File: config.mk
export PLATFORM = sky130hd
export DESIGN_NAME = x9_issue_ctrl
export DESIGN_NICKNAME = d
export VERILOG_FILES = /design/src/rtl/x9_pkg.sv /design/src/rtl/x9_instr_decode.sv /design/src/rtl/x9_issue_ctrl.sv
export SDC_FILE = /design/constraint.sdc
export NUM_CORES = 1
export LEC_CHECK = 0
export CORE_ASPECT_RATIO = 0.6
export CORE_MARGIN = 5
export CORE_UTILIZATION = 25
export DETAILED_ROUTE_END_ITERATION = 7
export PLACE_DENSITY = 0.55
export SYNTH_ARGS = -nofsm -noshare
export SYNTH_HDL_FRONTEND = slang
export SYNTH_SLANG_ARGS = --single-unit
export TNS_END_PERCENT = 50
File: constraint.sdc
create_clock -name clk -period 1.95 [get_ports clk]
set_clock_uncertainty 0.1 [all_clocks]
set_input_delay 0.2925 -clock clk [delete_from_list [all_inputs] [get_ports clk]]
set_output_delay 0.2925 -clock clk [all_outputs]
set_load 0.03 [all_outputs]
File: src/rtl/x9_pkg.sv
// Shared types and defaults for the X9 issue controller.
package x9_pkg;

  // Opcodes; values double as the ALU command encoding.
  typedef enum logic [3:0] {
    OP_ADD  = 4'b0000,
    OP_SUB  = 4'b0001,
    OP_ADDI = 4'b0010,
    OP_LB   = 4'b0011,
    OP_SB   = 4'b0100,
    OP_MOVR = 4'b0101,
    OP_MOVI = 4'b0110,
    OP_NOR  = 4'b0111,
    OP_XOR  = 4'b1000,
    OP_AND  = 4'b1001,
    OP_OR   = 4'b1010,
    OP_SLL  = 4'b1011,
    OP_SLR  = 4'b1100,
    OP_EQ   = 4'b1101,
    OP_LT   = 4'b1110,
    OP_RXOR = 4'b1111
  } op_e;

  // Issue sequencer states.
  typedef enum logic [1:0] {
    ST_IDLE,
    ST_EXEC,
    ST_MEM,
    ST_WB
  } state_e;

  // Cycles spent in MEM without an ack before the access is abandoned.
  localparam int unsigned X9_TIMEOUT = 255;

endpackage

File: src/rtl/x9_instr_decode.sv
// Combinational X9 decode: ALU command, operand selects and class flags.
module x9_instr_decode
  import x9_pkg::*;
(
  input  logic [8:0] i_instr,
  output logic [3:0] o_alu_cmd,
  output logic [2:0] o_ra_addr,
  output logic [2:0] o_rb_addr,
  output logic [7:0] o_imm,
  output logic       o_b_sel,
  output logic       o_is_mem,
  output logic       o_is_load,
  output logic       o_is_flag,
  output logic       o_is_movi
);

  logic [2:0] w_rs;
  logic [2:0] w_rd;

  assign w_rs = i_instr[4:2];
  assign w_rd = {1'b0, i_instr[1:0]};

  // R-type selects are the default; other classes override what differs.
  always_comb begin
    o_alu_cmd = i_instr[8:5];
    o_ra_addr = w_rd;
    o_rb_addr = w_rs;
    o_imm     = '0;
    o_b_sel   = 1'b0;
    o_is_mem  = 1'b0;
    o_is_load = 1'b0;
    o_is_flag = 1'b0;
    o_is_movi = 1'b0;
    case (op_e'(i_instr[8:5]))
      OP_ADDI: begin
        o_imm   = {5'b0, w_rs};
        o_b_sel = 1'b1;
      end
      OP_LB: begin
        o_ra_addr = w_rs;
        o_is_mem  = 1'b1;
        o_is_load = 1'b1;
      end
      OP_SB: begin
        o_ra_addr = w_rs;
        o_rb_addr = w_rd;
        o_is_mem  = 1'b1;
      end
      OP_MOVI:      o_is_movi = 1'b1;
      OP_EQ, OP_LT: o_is_flag = 1'b1;
      default: ;
    endcase
  end

endmodule

File: src/rtl/x9_issue_ctrl.sv
// X9 issue controller: accepts one instruction, drives the ALU, runs lb/sb
// memory handshakes with a timeout, and commits results to the regfile.
module x9_issue_ctrl
  import x9_pkg::*;
#(
  parameter int unsigned TIMEOUT = X9_TIMEOUT
) (
  input  logic       clk,
  input  logic       rst_n,
  input  logic       instr_valid,
  input  logic [8:0] instr,
  output logic       instr_ready,
  output logic [3:0] alu_cmd,
  output logic [2:0] ra_addr,
  output logic [2:0] rb_addr,
  output logic [7:0] imm,
  output logic       b_sel,
  input  logic [7:0] alu_rslt,
  input  logic       alu_one,
  input  logic [7:0] rb_data,
  output logic [7:0] mem_addr,
  output logic [7:0] mem_wdata,
  output logic       mem_rd,
  output logic       mem_wr,
  input  logic       mem_ack,
  input  logic [7:0] mem_rdata,
  output logic       wb_we,
  output logic [2:0] wb_addr,
  output logic [7:0] wb_data,
  output logic       flag_q,
  output logic       busy,
  output logic       err
);

  state_e     r_state;
  state_e     w_state_nxt;

  logic [3:0] w_alu_cmd;
  logic [2:0] w_ra_addr;
  logic [2:0] w_rb_addr;
  logic [7:0] w_imm;
  logic       w_b_sel;
  logic       w_is_mem;
  logic       w_is_load;
  logic       w_is_flag;
  logic       w_is_movi;

  logic       w_accept;
  logic       w_tmo;

  logic [3:0] r_alu_cmd;
  logic [2:0] r_ra_addr;
  logic [2:0] r_rb_addr;
  logic [7:0] r_imm;
  logic       r_b_sel;
  logic       r_is_mem;
  logic       r_is_load;
  logic       r_is_flag;
  logic       r_is_movi;
  logic [2:0] r_rd;
  logic [4:0] r_movi_val;
  logic [7:0] r_tmo_cnt;
  logic [7:0] r_mem_addr;
  logic [7:0] r_mem_wdata;
  logic       r_mem_rd;
  logic       r_mem_wr;
  logic       r_wb_we;
  logic [2:0] r_wb_addr;
  logic [7:0] r_wb_data;
  logic       r_flag;
  logic       r_err;

  x9_instr_decode u_decode (
    .i_instr   (instr),
    .o_alu_cmd (w_alu_cmd),
    .o_ra_addr (w_ra_addr),
    .o_rb_addr (w_rb_addr),
    .o_imm     (w_imm),
    .o_b_sel   (w_b_sel),
    .o_is_mem  (w_is_mem),
    .o_is_load (w_is_load),
    .o_is_flag (w_is_flag),
    .o_is_movi (w_is_movi)
  );

  assign w_accept    = instr_valid && (r_state == ST_IDLE);
  assign w_tmo       = (r_tmo_cnt == 8'(TIMEOUT - 1));
  assign instr_ready = (r_state == ST_IDLE);
  assign busy        = (r_state != ST_IDLE);

  assign alu_cmd   = r_alu_cmd;
  assign ra_addr   = r_ra_addr;
  assign rb_addr   = r_rb_addr;
  assign imm       = r_imm;
  assign b_sel     = r_b_sel;
  assign mem_addr  = r_mem_addr;
  assign mem_wdata = r_mem_wdata;
  assign mem_rd    = r_mem_rd;
  assign mem_wr    = r_mem_wr;
  assign wb_we     = r_wb_we;
  assign wb_addr   = r_wb_addr;
  assign wb_data   = r_wb_data;
  assign flag_q    = r_flag;
  assign err       = r_err;

  // State register.
  always_ff @(posedge clk or negedge rst_n) begin
    if (!rst_n) r_state <= ST_IDLE;
    else        r_state <= w_state_nxt;
  end

  // Next-state sequencing; an ack in the timeout cycle takes priority.
  always_comb begin
    w_state_nxt = r_state;
    case (r_state)
      ST_IDLE: if (w_accept) w_state_nxt = ST_EXEC;
      ST_EXEC: w_state_nxt = r_is_mem ? ST_MEM : ST_WB;
      ST_MEM: begin
        if (mem_ack)    w_state_nxt = r_is_load ? ST_WB : ST_IDLE;
        else if (w_tmo) w_state_nxt = ST_IDLE;
      end
      ST_WB:   w_state_nxt = ST_IDLE;
      default: w_state_nxt = ST_IDLE;
    endcase
  end

  // Registered decode, memory strobes, writeback and status.
  always_ff @(posedge clk or negedge rst_n) begin
    if (!rst_n) begin
      r_alu_cmd   <= '0;
      r_ra_addr   <= '0;
      r_rb_addr   <= '0;
      r_imm       <= '0;
      r_b_sel     <= 1'b0;
      r_is_mem    <= 1'b0;
      r_is_load   <= 1'b0;
      r_is_flag   <= 1'b0;
      r_is_movi   <= 1'b0;
      r_rd        <= '0;
      r_movi_val  <= '0;
      r_tmo_cnt   <= '0;
      r_mem_addr  <= '0;
      r_mem_wdata <= '0;
      r_mem_rd    <= 1'b0;
      r_mem_wr    <= 1'b0;
      r_wb_we     <= 1'b0;
      r_wb_addr   <= '0;
      r_wb_data   <= '0;
      r_flag      <= 1'b0;
      r_err       <= 1'b0;
    end else begin
      case (r_state)
        ST_IDLE: begin
          if (w_accept) begin
            r_alu_cmd  <= w_alu_cmd;
            r_ra_addr  <= w_ra_addr;
            r_rb_addr  <= w_rb_addr;
            r_imm      <= w_imm;
            r_b_sel    <= w_b_sel;
            r_is_mem   <= w_is_mem;
            r_is_load  <= w_is_load;
            r_is_flag  <= w_is_flag;
            r_is_movi  <= w_is_movi;
            r_rd       <= {1'b0, instr[1:0]};
            r_movi_val <= instr[4:0];
          end
        end
        ST_EXEC: begin
          if (r_is_mem) begin
            r_mem_addr <= alu_rslt;
            if (!r_is_load) r_mem_wdata <= rb_data;
            r_mem_rd   <= r_is_load;
            r_mem_wr   <= !r_is_load;
            r_tmo_cnt  <= '0;
            r_wb_addr  <= r_rd;
          end else begin
            r_wb_we <= 1'b1;
            if (r_is_movi) begin
              r_wb_addr <= '0;
              r_wb_data <= {3'b0, r_movi_val};
            end else begin
              r_wb_addr <= r_rd;
              r_wb_data <= alu_rslt;
            end
            if (r_is_flag) r_flag <= alu_one;
          end
        end
        ST_MEM: begin
          if (mem_ack) begin
            r_mem_rd <= 1'b0;
            r_mem_wr <= 1'b0;
            if (r_is_load) begin
              r_wb_we   <= 1'b1;
              r_wb_data <= mem_rdata;
            end
          end else if (w_tmo) begin
            r_mem_rd <= 1'b0;
            r_mem_wr <= 1'b0;
            r_err    <= 1'b1;
          end else begin
            r_tmo_cnt <= r_tmo_cnt + 8'd1;
          end
        end
        ST_WB:   r_wb_we <= 1'b0;
        default: ;
      endcase
    end
  end

endmodule

==> metrics <==
Core ar.=11400 um2; CTS Sinks=64; total wire length=8.40 mm; DRT Pass-1 Iters=4; Critical Path Max Stage Delay=about 730 ps; final hold vios=0; die area=14200 um2; synthesis-stage register bit count=64; Area contributors post-synth=dfrtp_1 (54%), nand2_1 (8.6%), mux2_2 (3.4%); Iter 0 DRT Violations=roughly 150; Clock Pin Slew Worst Setup and Hold Paths=60 ps; vias in the first global route=2510; Worst-Skew Late Latency=between 300 and 400 ps; total negative setup slack=0 ps; GPL Wtd Cong=0.844; P per Cell Area=between 1500 and 2000 nW/um2; Post-Place Cells=between 500 and 600; Num CTS Buffers=9; Rel. slew slack=59.2%; grt ovf=0; Die H=between 90 and 100 um; number of flops mapped to enable cells by yosys=0; Setup crit end kind=output pin; Bufs and invs on worst path=1; Placement Cell Area=4070 um2; Setup CP Type=reg2out; Worst EP required=around 1600 ps; cell family with most CP delay=buffers and inverters; Final period util=92.5%; Yosys top cell area share=53.9%; nets@finish=423; DR vias=2362; Leakage=just under 2 nW; Main synth FF type=dfrtp_1; post-route ant nets=0; top cell type by total area after synthesis=dfrtp_1; RSZ-0062 raised after global routing=no; Initial Utilization=25.9%; hpwl dp=6.38 mm; DR DRC count=0; clock buffer depth=2; crit path time final=between 1500 and 2000 ps; status=completed; average cell area after synthesis=10.6 um2; number of max-cap violations=0; H-tree depth=3; crit-path cells=clkdlybuf4s50_1; Fmax achieved=about 0.55 GHz; Filler cells=1168; layout cells sized above 1=16.0%; CP arrival=between 1000 and 1500 ps; Mapped Cells=roughly 280; Boundary Pins=between 90 and 100; IO buf count=84; TritonCTS clock tree=done; n_diodes=0; area delta synth->final=46.9%; initial antenna violation count=0; Overall Global Routing Usage=between 10% and 20%; commonest non-fill, non-tap cell in the layout=clkdlybuf4s50_1; Mapped Area=around 3000 um2; Async SR Flop Fraction=100%; first-pass GRT wire length=13.9 mm; Slew @ Worst Pin=612 ps; VDD IR-drop max=0.511 mV; Layout Cells excl Fill=roughly 550; Placement Rows=30; crit path max-delay cell type=clkdlybuf4s50_1; commonest cells after routing, fill and taps aside=clkdlybuf4s50_1 (81), nand2_1 (68), dfrtp_1 (62), a21oi_1 (16), buf_4 (14); largest net degree at the start of global routing=34; worst-path maximum fanout=2; DR WL/cell=between 15 and 20 um; CTS root buf=clkbuf_16; cell area after layout=4360 um2; Setup Viol. Count Final=0; total power draw=0.00694 W; Synth Warn #=0; die width=between 150 and 200 um; post-synthesis sequential area ratio=53.9%; pins over their slew limit=0; startpoint class of the critical path=flop; worst hold path type=reg2reg; Netlist cell types=52; Vias/cell=4.31
## path summary, 6_finish.rpt
check | startpoint | to | slack [ps] | depth (start not counted)
max | alu_cmd[2] | alu_cmd[2] | 150 | 1
min | err | err | 370 | 1
max in group asynchronous | rst_n | r_state[0] | 730 | 3
min reg2reg | err | err | 370 | 1
max reg2reg | r_tmo_cnt[0] | r_tmo_cnt[1] | 170 | 6
min in group asynchronous | rst_n | mem_wdata[3] | 430 | 2
## sequential cells by signal, indices dropped and copies added, names as in the netlist
signal and count:
r_state 2, flag_q 1, wb_data 8, mem_wr 1
r_tmo_cnt 8, rb_addr 3, wb_we 1, r_movi_val 5
r_is_movi 1, alu_cmd 4, ra_addr 3, err 1
r_is_load 1, mem_rd 1, b_sel 1, mem_wdata 8
imm 3, r_is_flag 1, r_is_mem 1, mem_addr 8
wb_addr 2
## cell families (layout without fill, tap and decap cells)
group	Yosys count	count (layout)	share of synthesized area [%]
AO/OA/AOI/OAI	61	61	13.7
AND/OR/NAND/NOR	111	111	19.2
adder cells (fa/ha/maj)	2	2	0.842
buffers and inverters	21	123	4.63
flip-flops	64	64	53.9
other	1	6	0.126
XOR/XNOR	1	1	0.295
multiplexers	20	20	7.29
## layout make-up
cell class	count	area, um2	share of cell area [%]
multi-input cells	201	1250	28.6
clock buffers	9	225	5.16
flip-flops and latches	64	1600	36.8
well taps	160	200	4.59
clock inverters	7	56.3	1.29
repair buffers	102	1010	23.1
inverters	5	18.8	0.430
## where the power goes
group | switching, W | internal, W
combinational | 0.00181 | 0.00138
sequential | 0.000402 | 0.00185
clock | 0.000629 | 0.000870
## per-stage QoR
step                      utilization, %  setup WS [ps]  hold slack [ps]
final                               38.1            146              368
after global routing                38.1           56.7              394
after CTS                           38.1            132              374
after detailed placement            35.6            103              244
after global placement              35.6            130              239
after floorplan                        -            359             -103
## cells in the mapped netlist, drive strengths merged (2+ instances only)
| master | count |
|---|---|
| a21o | 5 |
| a21oi | 16 |
| mux2i | 10 |
| nor3b | 6 |
| nand3 | 5 |
| nand3b | 2 |
| dfrtp | 64 |
| o211ai | 2 |
| buf | 15 |
| o31ai | 2 |
| ha | 2 |
| nand2 | 70 |
| a31oi | 5 |
| a22o | 8 |
| nand2b | 2 |
| inv | 5 |
| o21ai | 18 |
| mux2 | 10 |
| nor2 | 15 |
| nor3 | 4 |
## repair_timing
item,in CTS,in global routing
hold endpoints to repair,23,0
buffers inserted,0,0
hold buffers,1,0
gates resized for setup,4,0
setup endpoints to repair,2,0
## per-layer routing
metal	share of wire [%]	up-vias	GRT usage [%]
met5	0	-	0
met2	41	66	17.3
met4	0.86	0	3.47
li1	-	1167	-
met3	9.0	7	5.52
met1	49	1122	18.0
No activity file was read; power rests on OpenSTA's default activity.
==> RTL change 1 (same settings) <==
The 4 states of `state_e` get a one-hot encoding in 4 bits.
--- a/src/rtl/x9_pkg.sv
+++ b/src/rtl/x9_pkg.sv
@@ -24,7 +24,7 @@
   // Issue sequencer states.
-  typedef enum logic [1:0] {
-    ST_IDLE,
-    ST_EXEC,
-    ST_MEM,
-    ST_WB
+  typedef enum logic [3:0] {
+    ST_IDLE = 4'b0001,
+    ST_EXEC = 4'b0010,
+    ST_MEM  = 4'b0100,
+    ST_WB   = 4'b1000
   } state_e;
Function: same outputs for any inputs over 10 cycles, from zero or initial values and one cycle with rst_n low; not proved beyond that.
==> RTL change 1 against the original RTL <==
Sequential cell count increased by 2; sequential power up 2%; first-iteration DRC count fell by 13%; design area is 5.0% higher; combinational power is 6.6% lower; cell count rose by 3.8%; synthesized area grew 2.9%; setup slack worse by 47 ps; hold slack better by 11 ps; non-clock buffer count rose by 12; utilization hardly changed; wire length up 0.26%; total power decreased by 2.5%; critical endpoint is now instr_ready; largest cell class unchanged; highest routed layer unchanged.
==> RTL change 1: results <==
set metrics [dict create \
    place_inst 552 \
    drive_gt1_share_pct 16.09 \
    avgSynthCellArea_um2 10.61 \
    r2r_end "imm[0]" \
    status "complete, no violations" \
    crit_end "instr_ready" \
    hpwl_um 6319 \
    grt_pass1_wl_um 13680 \
    grt_usage_pct 12.11 \
    dpl_cell_area_um2 4287 \
    synth_top_cells_by_count "dfrtp_1 (65), nand2_1 (46), inv_1 (18), mux2i_1 (18), a21oi_1 (15)" \
    fin_nets 439 \
    worst_pin_slew_ps 514.5 \
    num_vias 2520 \
    cpMaxStageDelayCell "dfstp_2" \
    synth_cell_types 46 \
    power.static_leakage_nw 2.083 \
    switching_share_pct 38.98 \
    crit_path_max_incr_delay_ps 580 \
    min_path_type "in2async" \
    wl_um 8418 \
    synth.mux.area_fraction_pct 12.53 \
    drt-initial-drc-count 133 \
    p_seq_mw 2.29 \
    post-place-ws_ps -12.25 \
    synth_area_leaders "dfrtp_1 (53%), mux2i_1 (5.9%), nand2_1 (5.6%)" \
    ir_drop_uv 638.5 \
    combPwrFrac_pct 44.0 \
    critPathArrivalTime_ps 1460 \
    synth_xor_area_share_pct 0.2865 \
    grt_max_degree 27 \
    crit_fanout 4 \
    fin_area_um2 4583 \
    holdWs_ps 379.1 \
    internal-power_mw 4.128 \
]
==> RTL change 1: changes by cell type in the layout (fill, tap and decap cells not counted), moves of 4 or more <==
| cell | change |
|---|---|
| clkinv_4 | -4 |
| buf_4 | +12 |
| mux2i_1 | +8 |
| o21ai_0 | +5 |
| a22o_1 | -4 |
| inv_1 | +14 |
| mux2_1 | +8 |
| nand2_1 | -22 |
| o21ai_1 | -8 |
| and3_1 | +5 |
==> RTL change 1: final cells by class <==
cell class / count / share of cell area [%]
sequential: 66 / 36.06
multi-input combinational: 190 / 28.04
timing repair buffer: 114 / 23.94
clock buffer: 12 / 5.378
tap: 165 / 4.505
inverter: 18 / 1.474
clock inverter: 4 / 0.6006
==> RTL change 1: per-layer routing <==
metal  wire (µm)  up-vias  GRT usage (%)
li1            -     1214              -
met1        4185     1221          15.57
met2        3410       73          17.57
met3         714       12          6.576
met4         108        0          3.558
met5           0        -              0
==> RTL change 2 (same flow settings) <==
Made on the original files. The package constant `X9_TIMEOUT` goes from 255 to 128.
--- a/src/rtl/x9_pkg.sv
+++ b/src/rtl/x9_pkg.sv
@@ -32,3 +32,3 @@
   // Cycles spent in MEM without an ack before the access is abandoned.
-  localparam int unsigned X9_TIMEOUT = 255;
+  localparam int unsigned X9_TIMEOUT = 128;
 
Behaviour: same outputs for any inputs over 10 cycles, from zero or initial values and one cycle with rst_n low; that may be too few to reach the edited logic, so the function may still have changed.
==> RTL change 2 against the original RTL <==
Critical path type is now reg2reg; critical path depth increased by 3; design area decreased by 1.5%; synthesized area decreased by 4.0%; wire length decreased by 3.3%; fmax decreased by 1.1%; setup slack got worse by 19 ps; total power increased by 0.58%; sequential cell count unchanged; non-clock buffer count unchanged; global-route usage decreased by 0.55 points.
==> RTL change 2: results <==
set metrics [dict create \
    place.gp.congestion 0.8147 \
    cts_buffers 9 \
    crit_family "simple AND/OR/NAND/NOR gates" \
    clk_latency_ps 330 \
    dr.pass1.iters 4 \
    grt_max_degree 65 \
    synth_top_cells_by_count "nand2_1 (72), dfrtp_1 (64), o21ai_0 (20), nor2_1 (14), a21oi_1 (12)" \
    root_buffer "clkbuf_16" \
    synth.mux.area_fraction_pct 7.416 \
    hpwl_um 6074 \
    synth_xor_area_share_pct 0.3072 \
    status "complete, no violations" \
    post-place-ws_ps -7.989 \
    ys_warn_count 0 \
    ir_drop_uv 754.8 \
    power.static_leakage_nw 1.898 \
    fillers 1099 \
    slew_headroom_pct 47.31 \
    async_reset_ff_share_pct 100.0 \
    dpl_cell_area_um2 3948 \
    crit_fanout 9 \
    critPathArrivalTime_ps 1930 \
    cts_hold_buf 1 \
    crit_path_max_incr_delay_ps 450 \
    yosysSeqAreaShare_pct 56.16 \
    grt_usage_pct 12.12 \
    port_buffers 84 \
    fin_nets 420 \
    grt_pass1_wl_um 12850 \
    grt-ovfl-total 0 \
    post_cts_buffers 0 \
    post_cts_resized 3 \
    synth_area_leaders "dfrtp_1 (56%), nand2_1 (9.5%), mux2i_1 (3.9%)" \
    cpMaxStageDelayCell "dfrtp_1" \
    htreeDepth 3 \
    post_drt_wl_per_cell_um 15.31 \
    num_vias 2380 \
    synthAdderAreaFrac_pct 0.4388 \
    cts.path.max_buffers 2 \
    n_antenna_cell 0 \
    antenna_found_initial 0 \
    clk_pin_slew_ps 50 \
    drt-initial-drc-count 88 \
    min_path_type "reg2reg" \
    synth_compound_area_share_pct 12.99 \
    fin_area_um2 4298 \
    synth_cell_types 43 \
    drive_gt1_share_pct 12.95 \
    synth_ff_type "dfrtp_1" \
    synth_top_family_by_area "simple AND/OR/NAND/NOR gates" \
]
[RTL change 2: cell count changes after synthesis, sizes merged, moves of 2 or more]
cell    before  now
inv          5    3
a31oi        5    2
clkbuf       1    7
nor4b        0    2
buf         15   10
nand2       70   72
a21oi       16   12
o21ai       18   20
[RTL change 2: final timing paths]
| kind | depth (start not counted) | start | slack, ps | endpoint |
|---|---|---|---|---|
| setup reg to reg | 4 | r_state[1] | 130 | mem_wdata[2] |
| hold / removal | 1 | err | 360 | err |
| hold reg to reg | 1 | err | 360 | err |
| max in group asynchronous | 3 | rst_n | 1050 | mem_wdata[3] |
| min in group asynchronous | 3 | rst_n | 410 | mem_addr[7] |
| setup / recovery | 4 | r_state[1] | 130 | mem_wdata[2] |
[RTL change 2: layer usage]
layer  global-route usage (%)  wire, µm
met2                    15.40      3090
met3                    5.281       644
met4                    3.459        49
met5                        0         0
met1                    18.15      4330
[RTL change 2: layout make-up]
type                       instances  area share, %
clock buffer                      14          6.376
clock inverter                     2          1.397
inverter                           3         0.2620
multi-input combinational        201          27.34
sequential                        64          37.26
tap                              144          4.192
timing repair buffer             102          23.17
[RTL change 2: where the power goes]
part           leakage, nW  switching (mW)  internal (mW)
Combinational        0.923            1.73           1.25
Clock                0.163           0.542           1.22
Sequential           0.812           0.383           1.85
[RTL change 2: worst reg2reg max path: stages, from the launching register on]
cell      delay [ps]
dfrtp_1          450
nand2b_2         270
or2_1            320
nor2_8           200
mux2_2           360
[RTL change 2: stage by stage]
step	TNS (ps)	util [%]	hold slack [ps]	cells
after floorplan	0	-	-103.1	285
after global placement	0	35.17	233.9	513
after detailed placement	-7.989	35.17	231.2	513
after CTS	0	38.24	363.4	530
after global routing	0	38.29	376.0	530
final	0	38.29	358.4	530
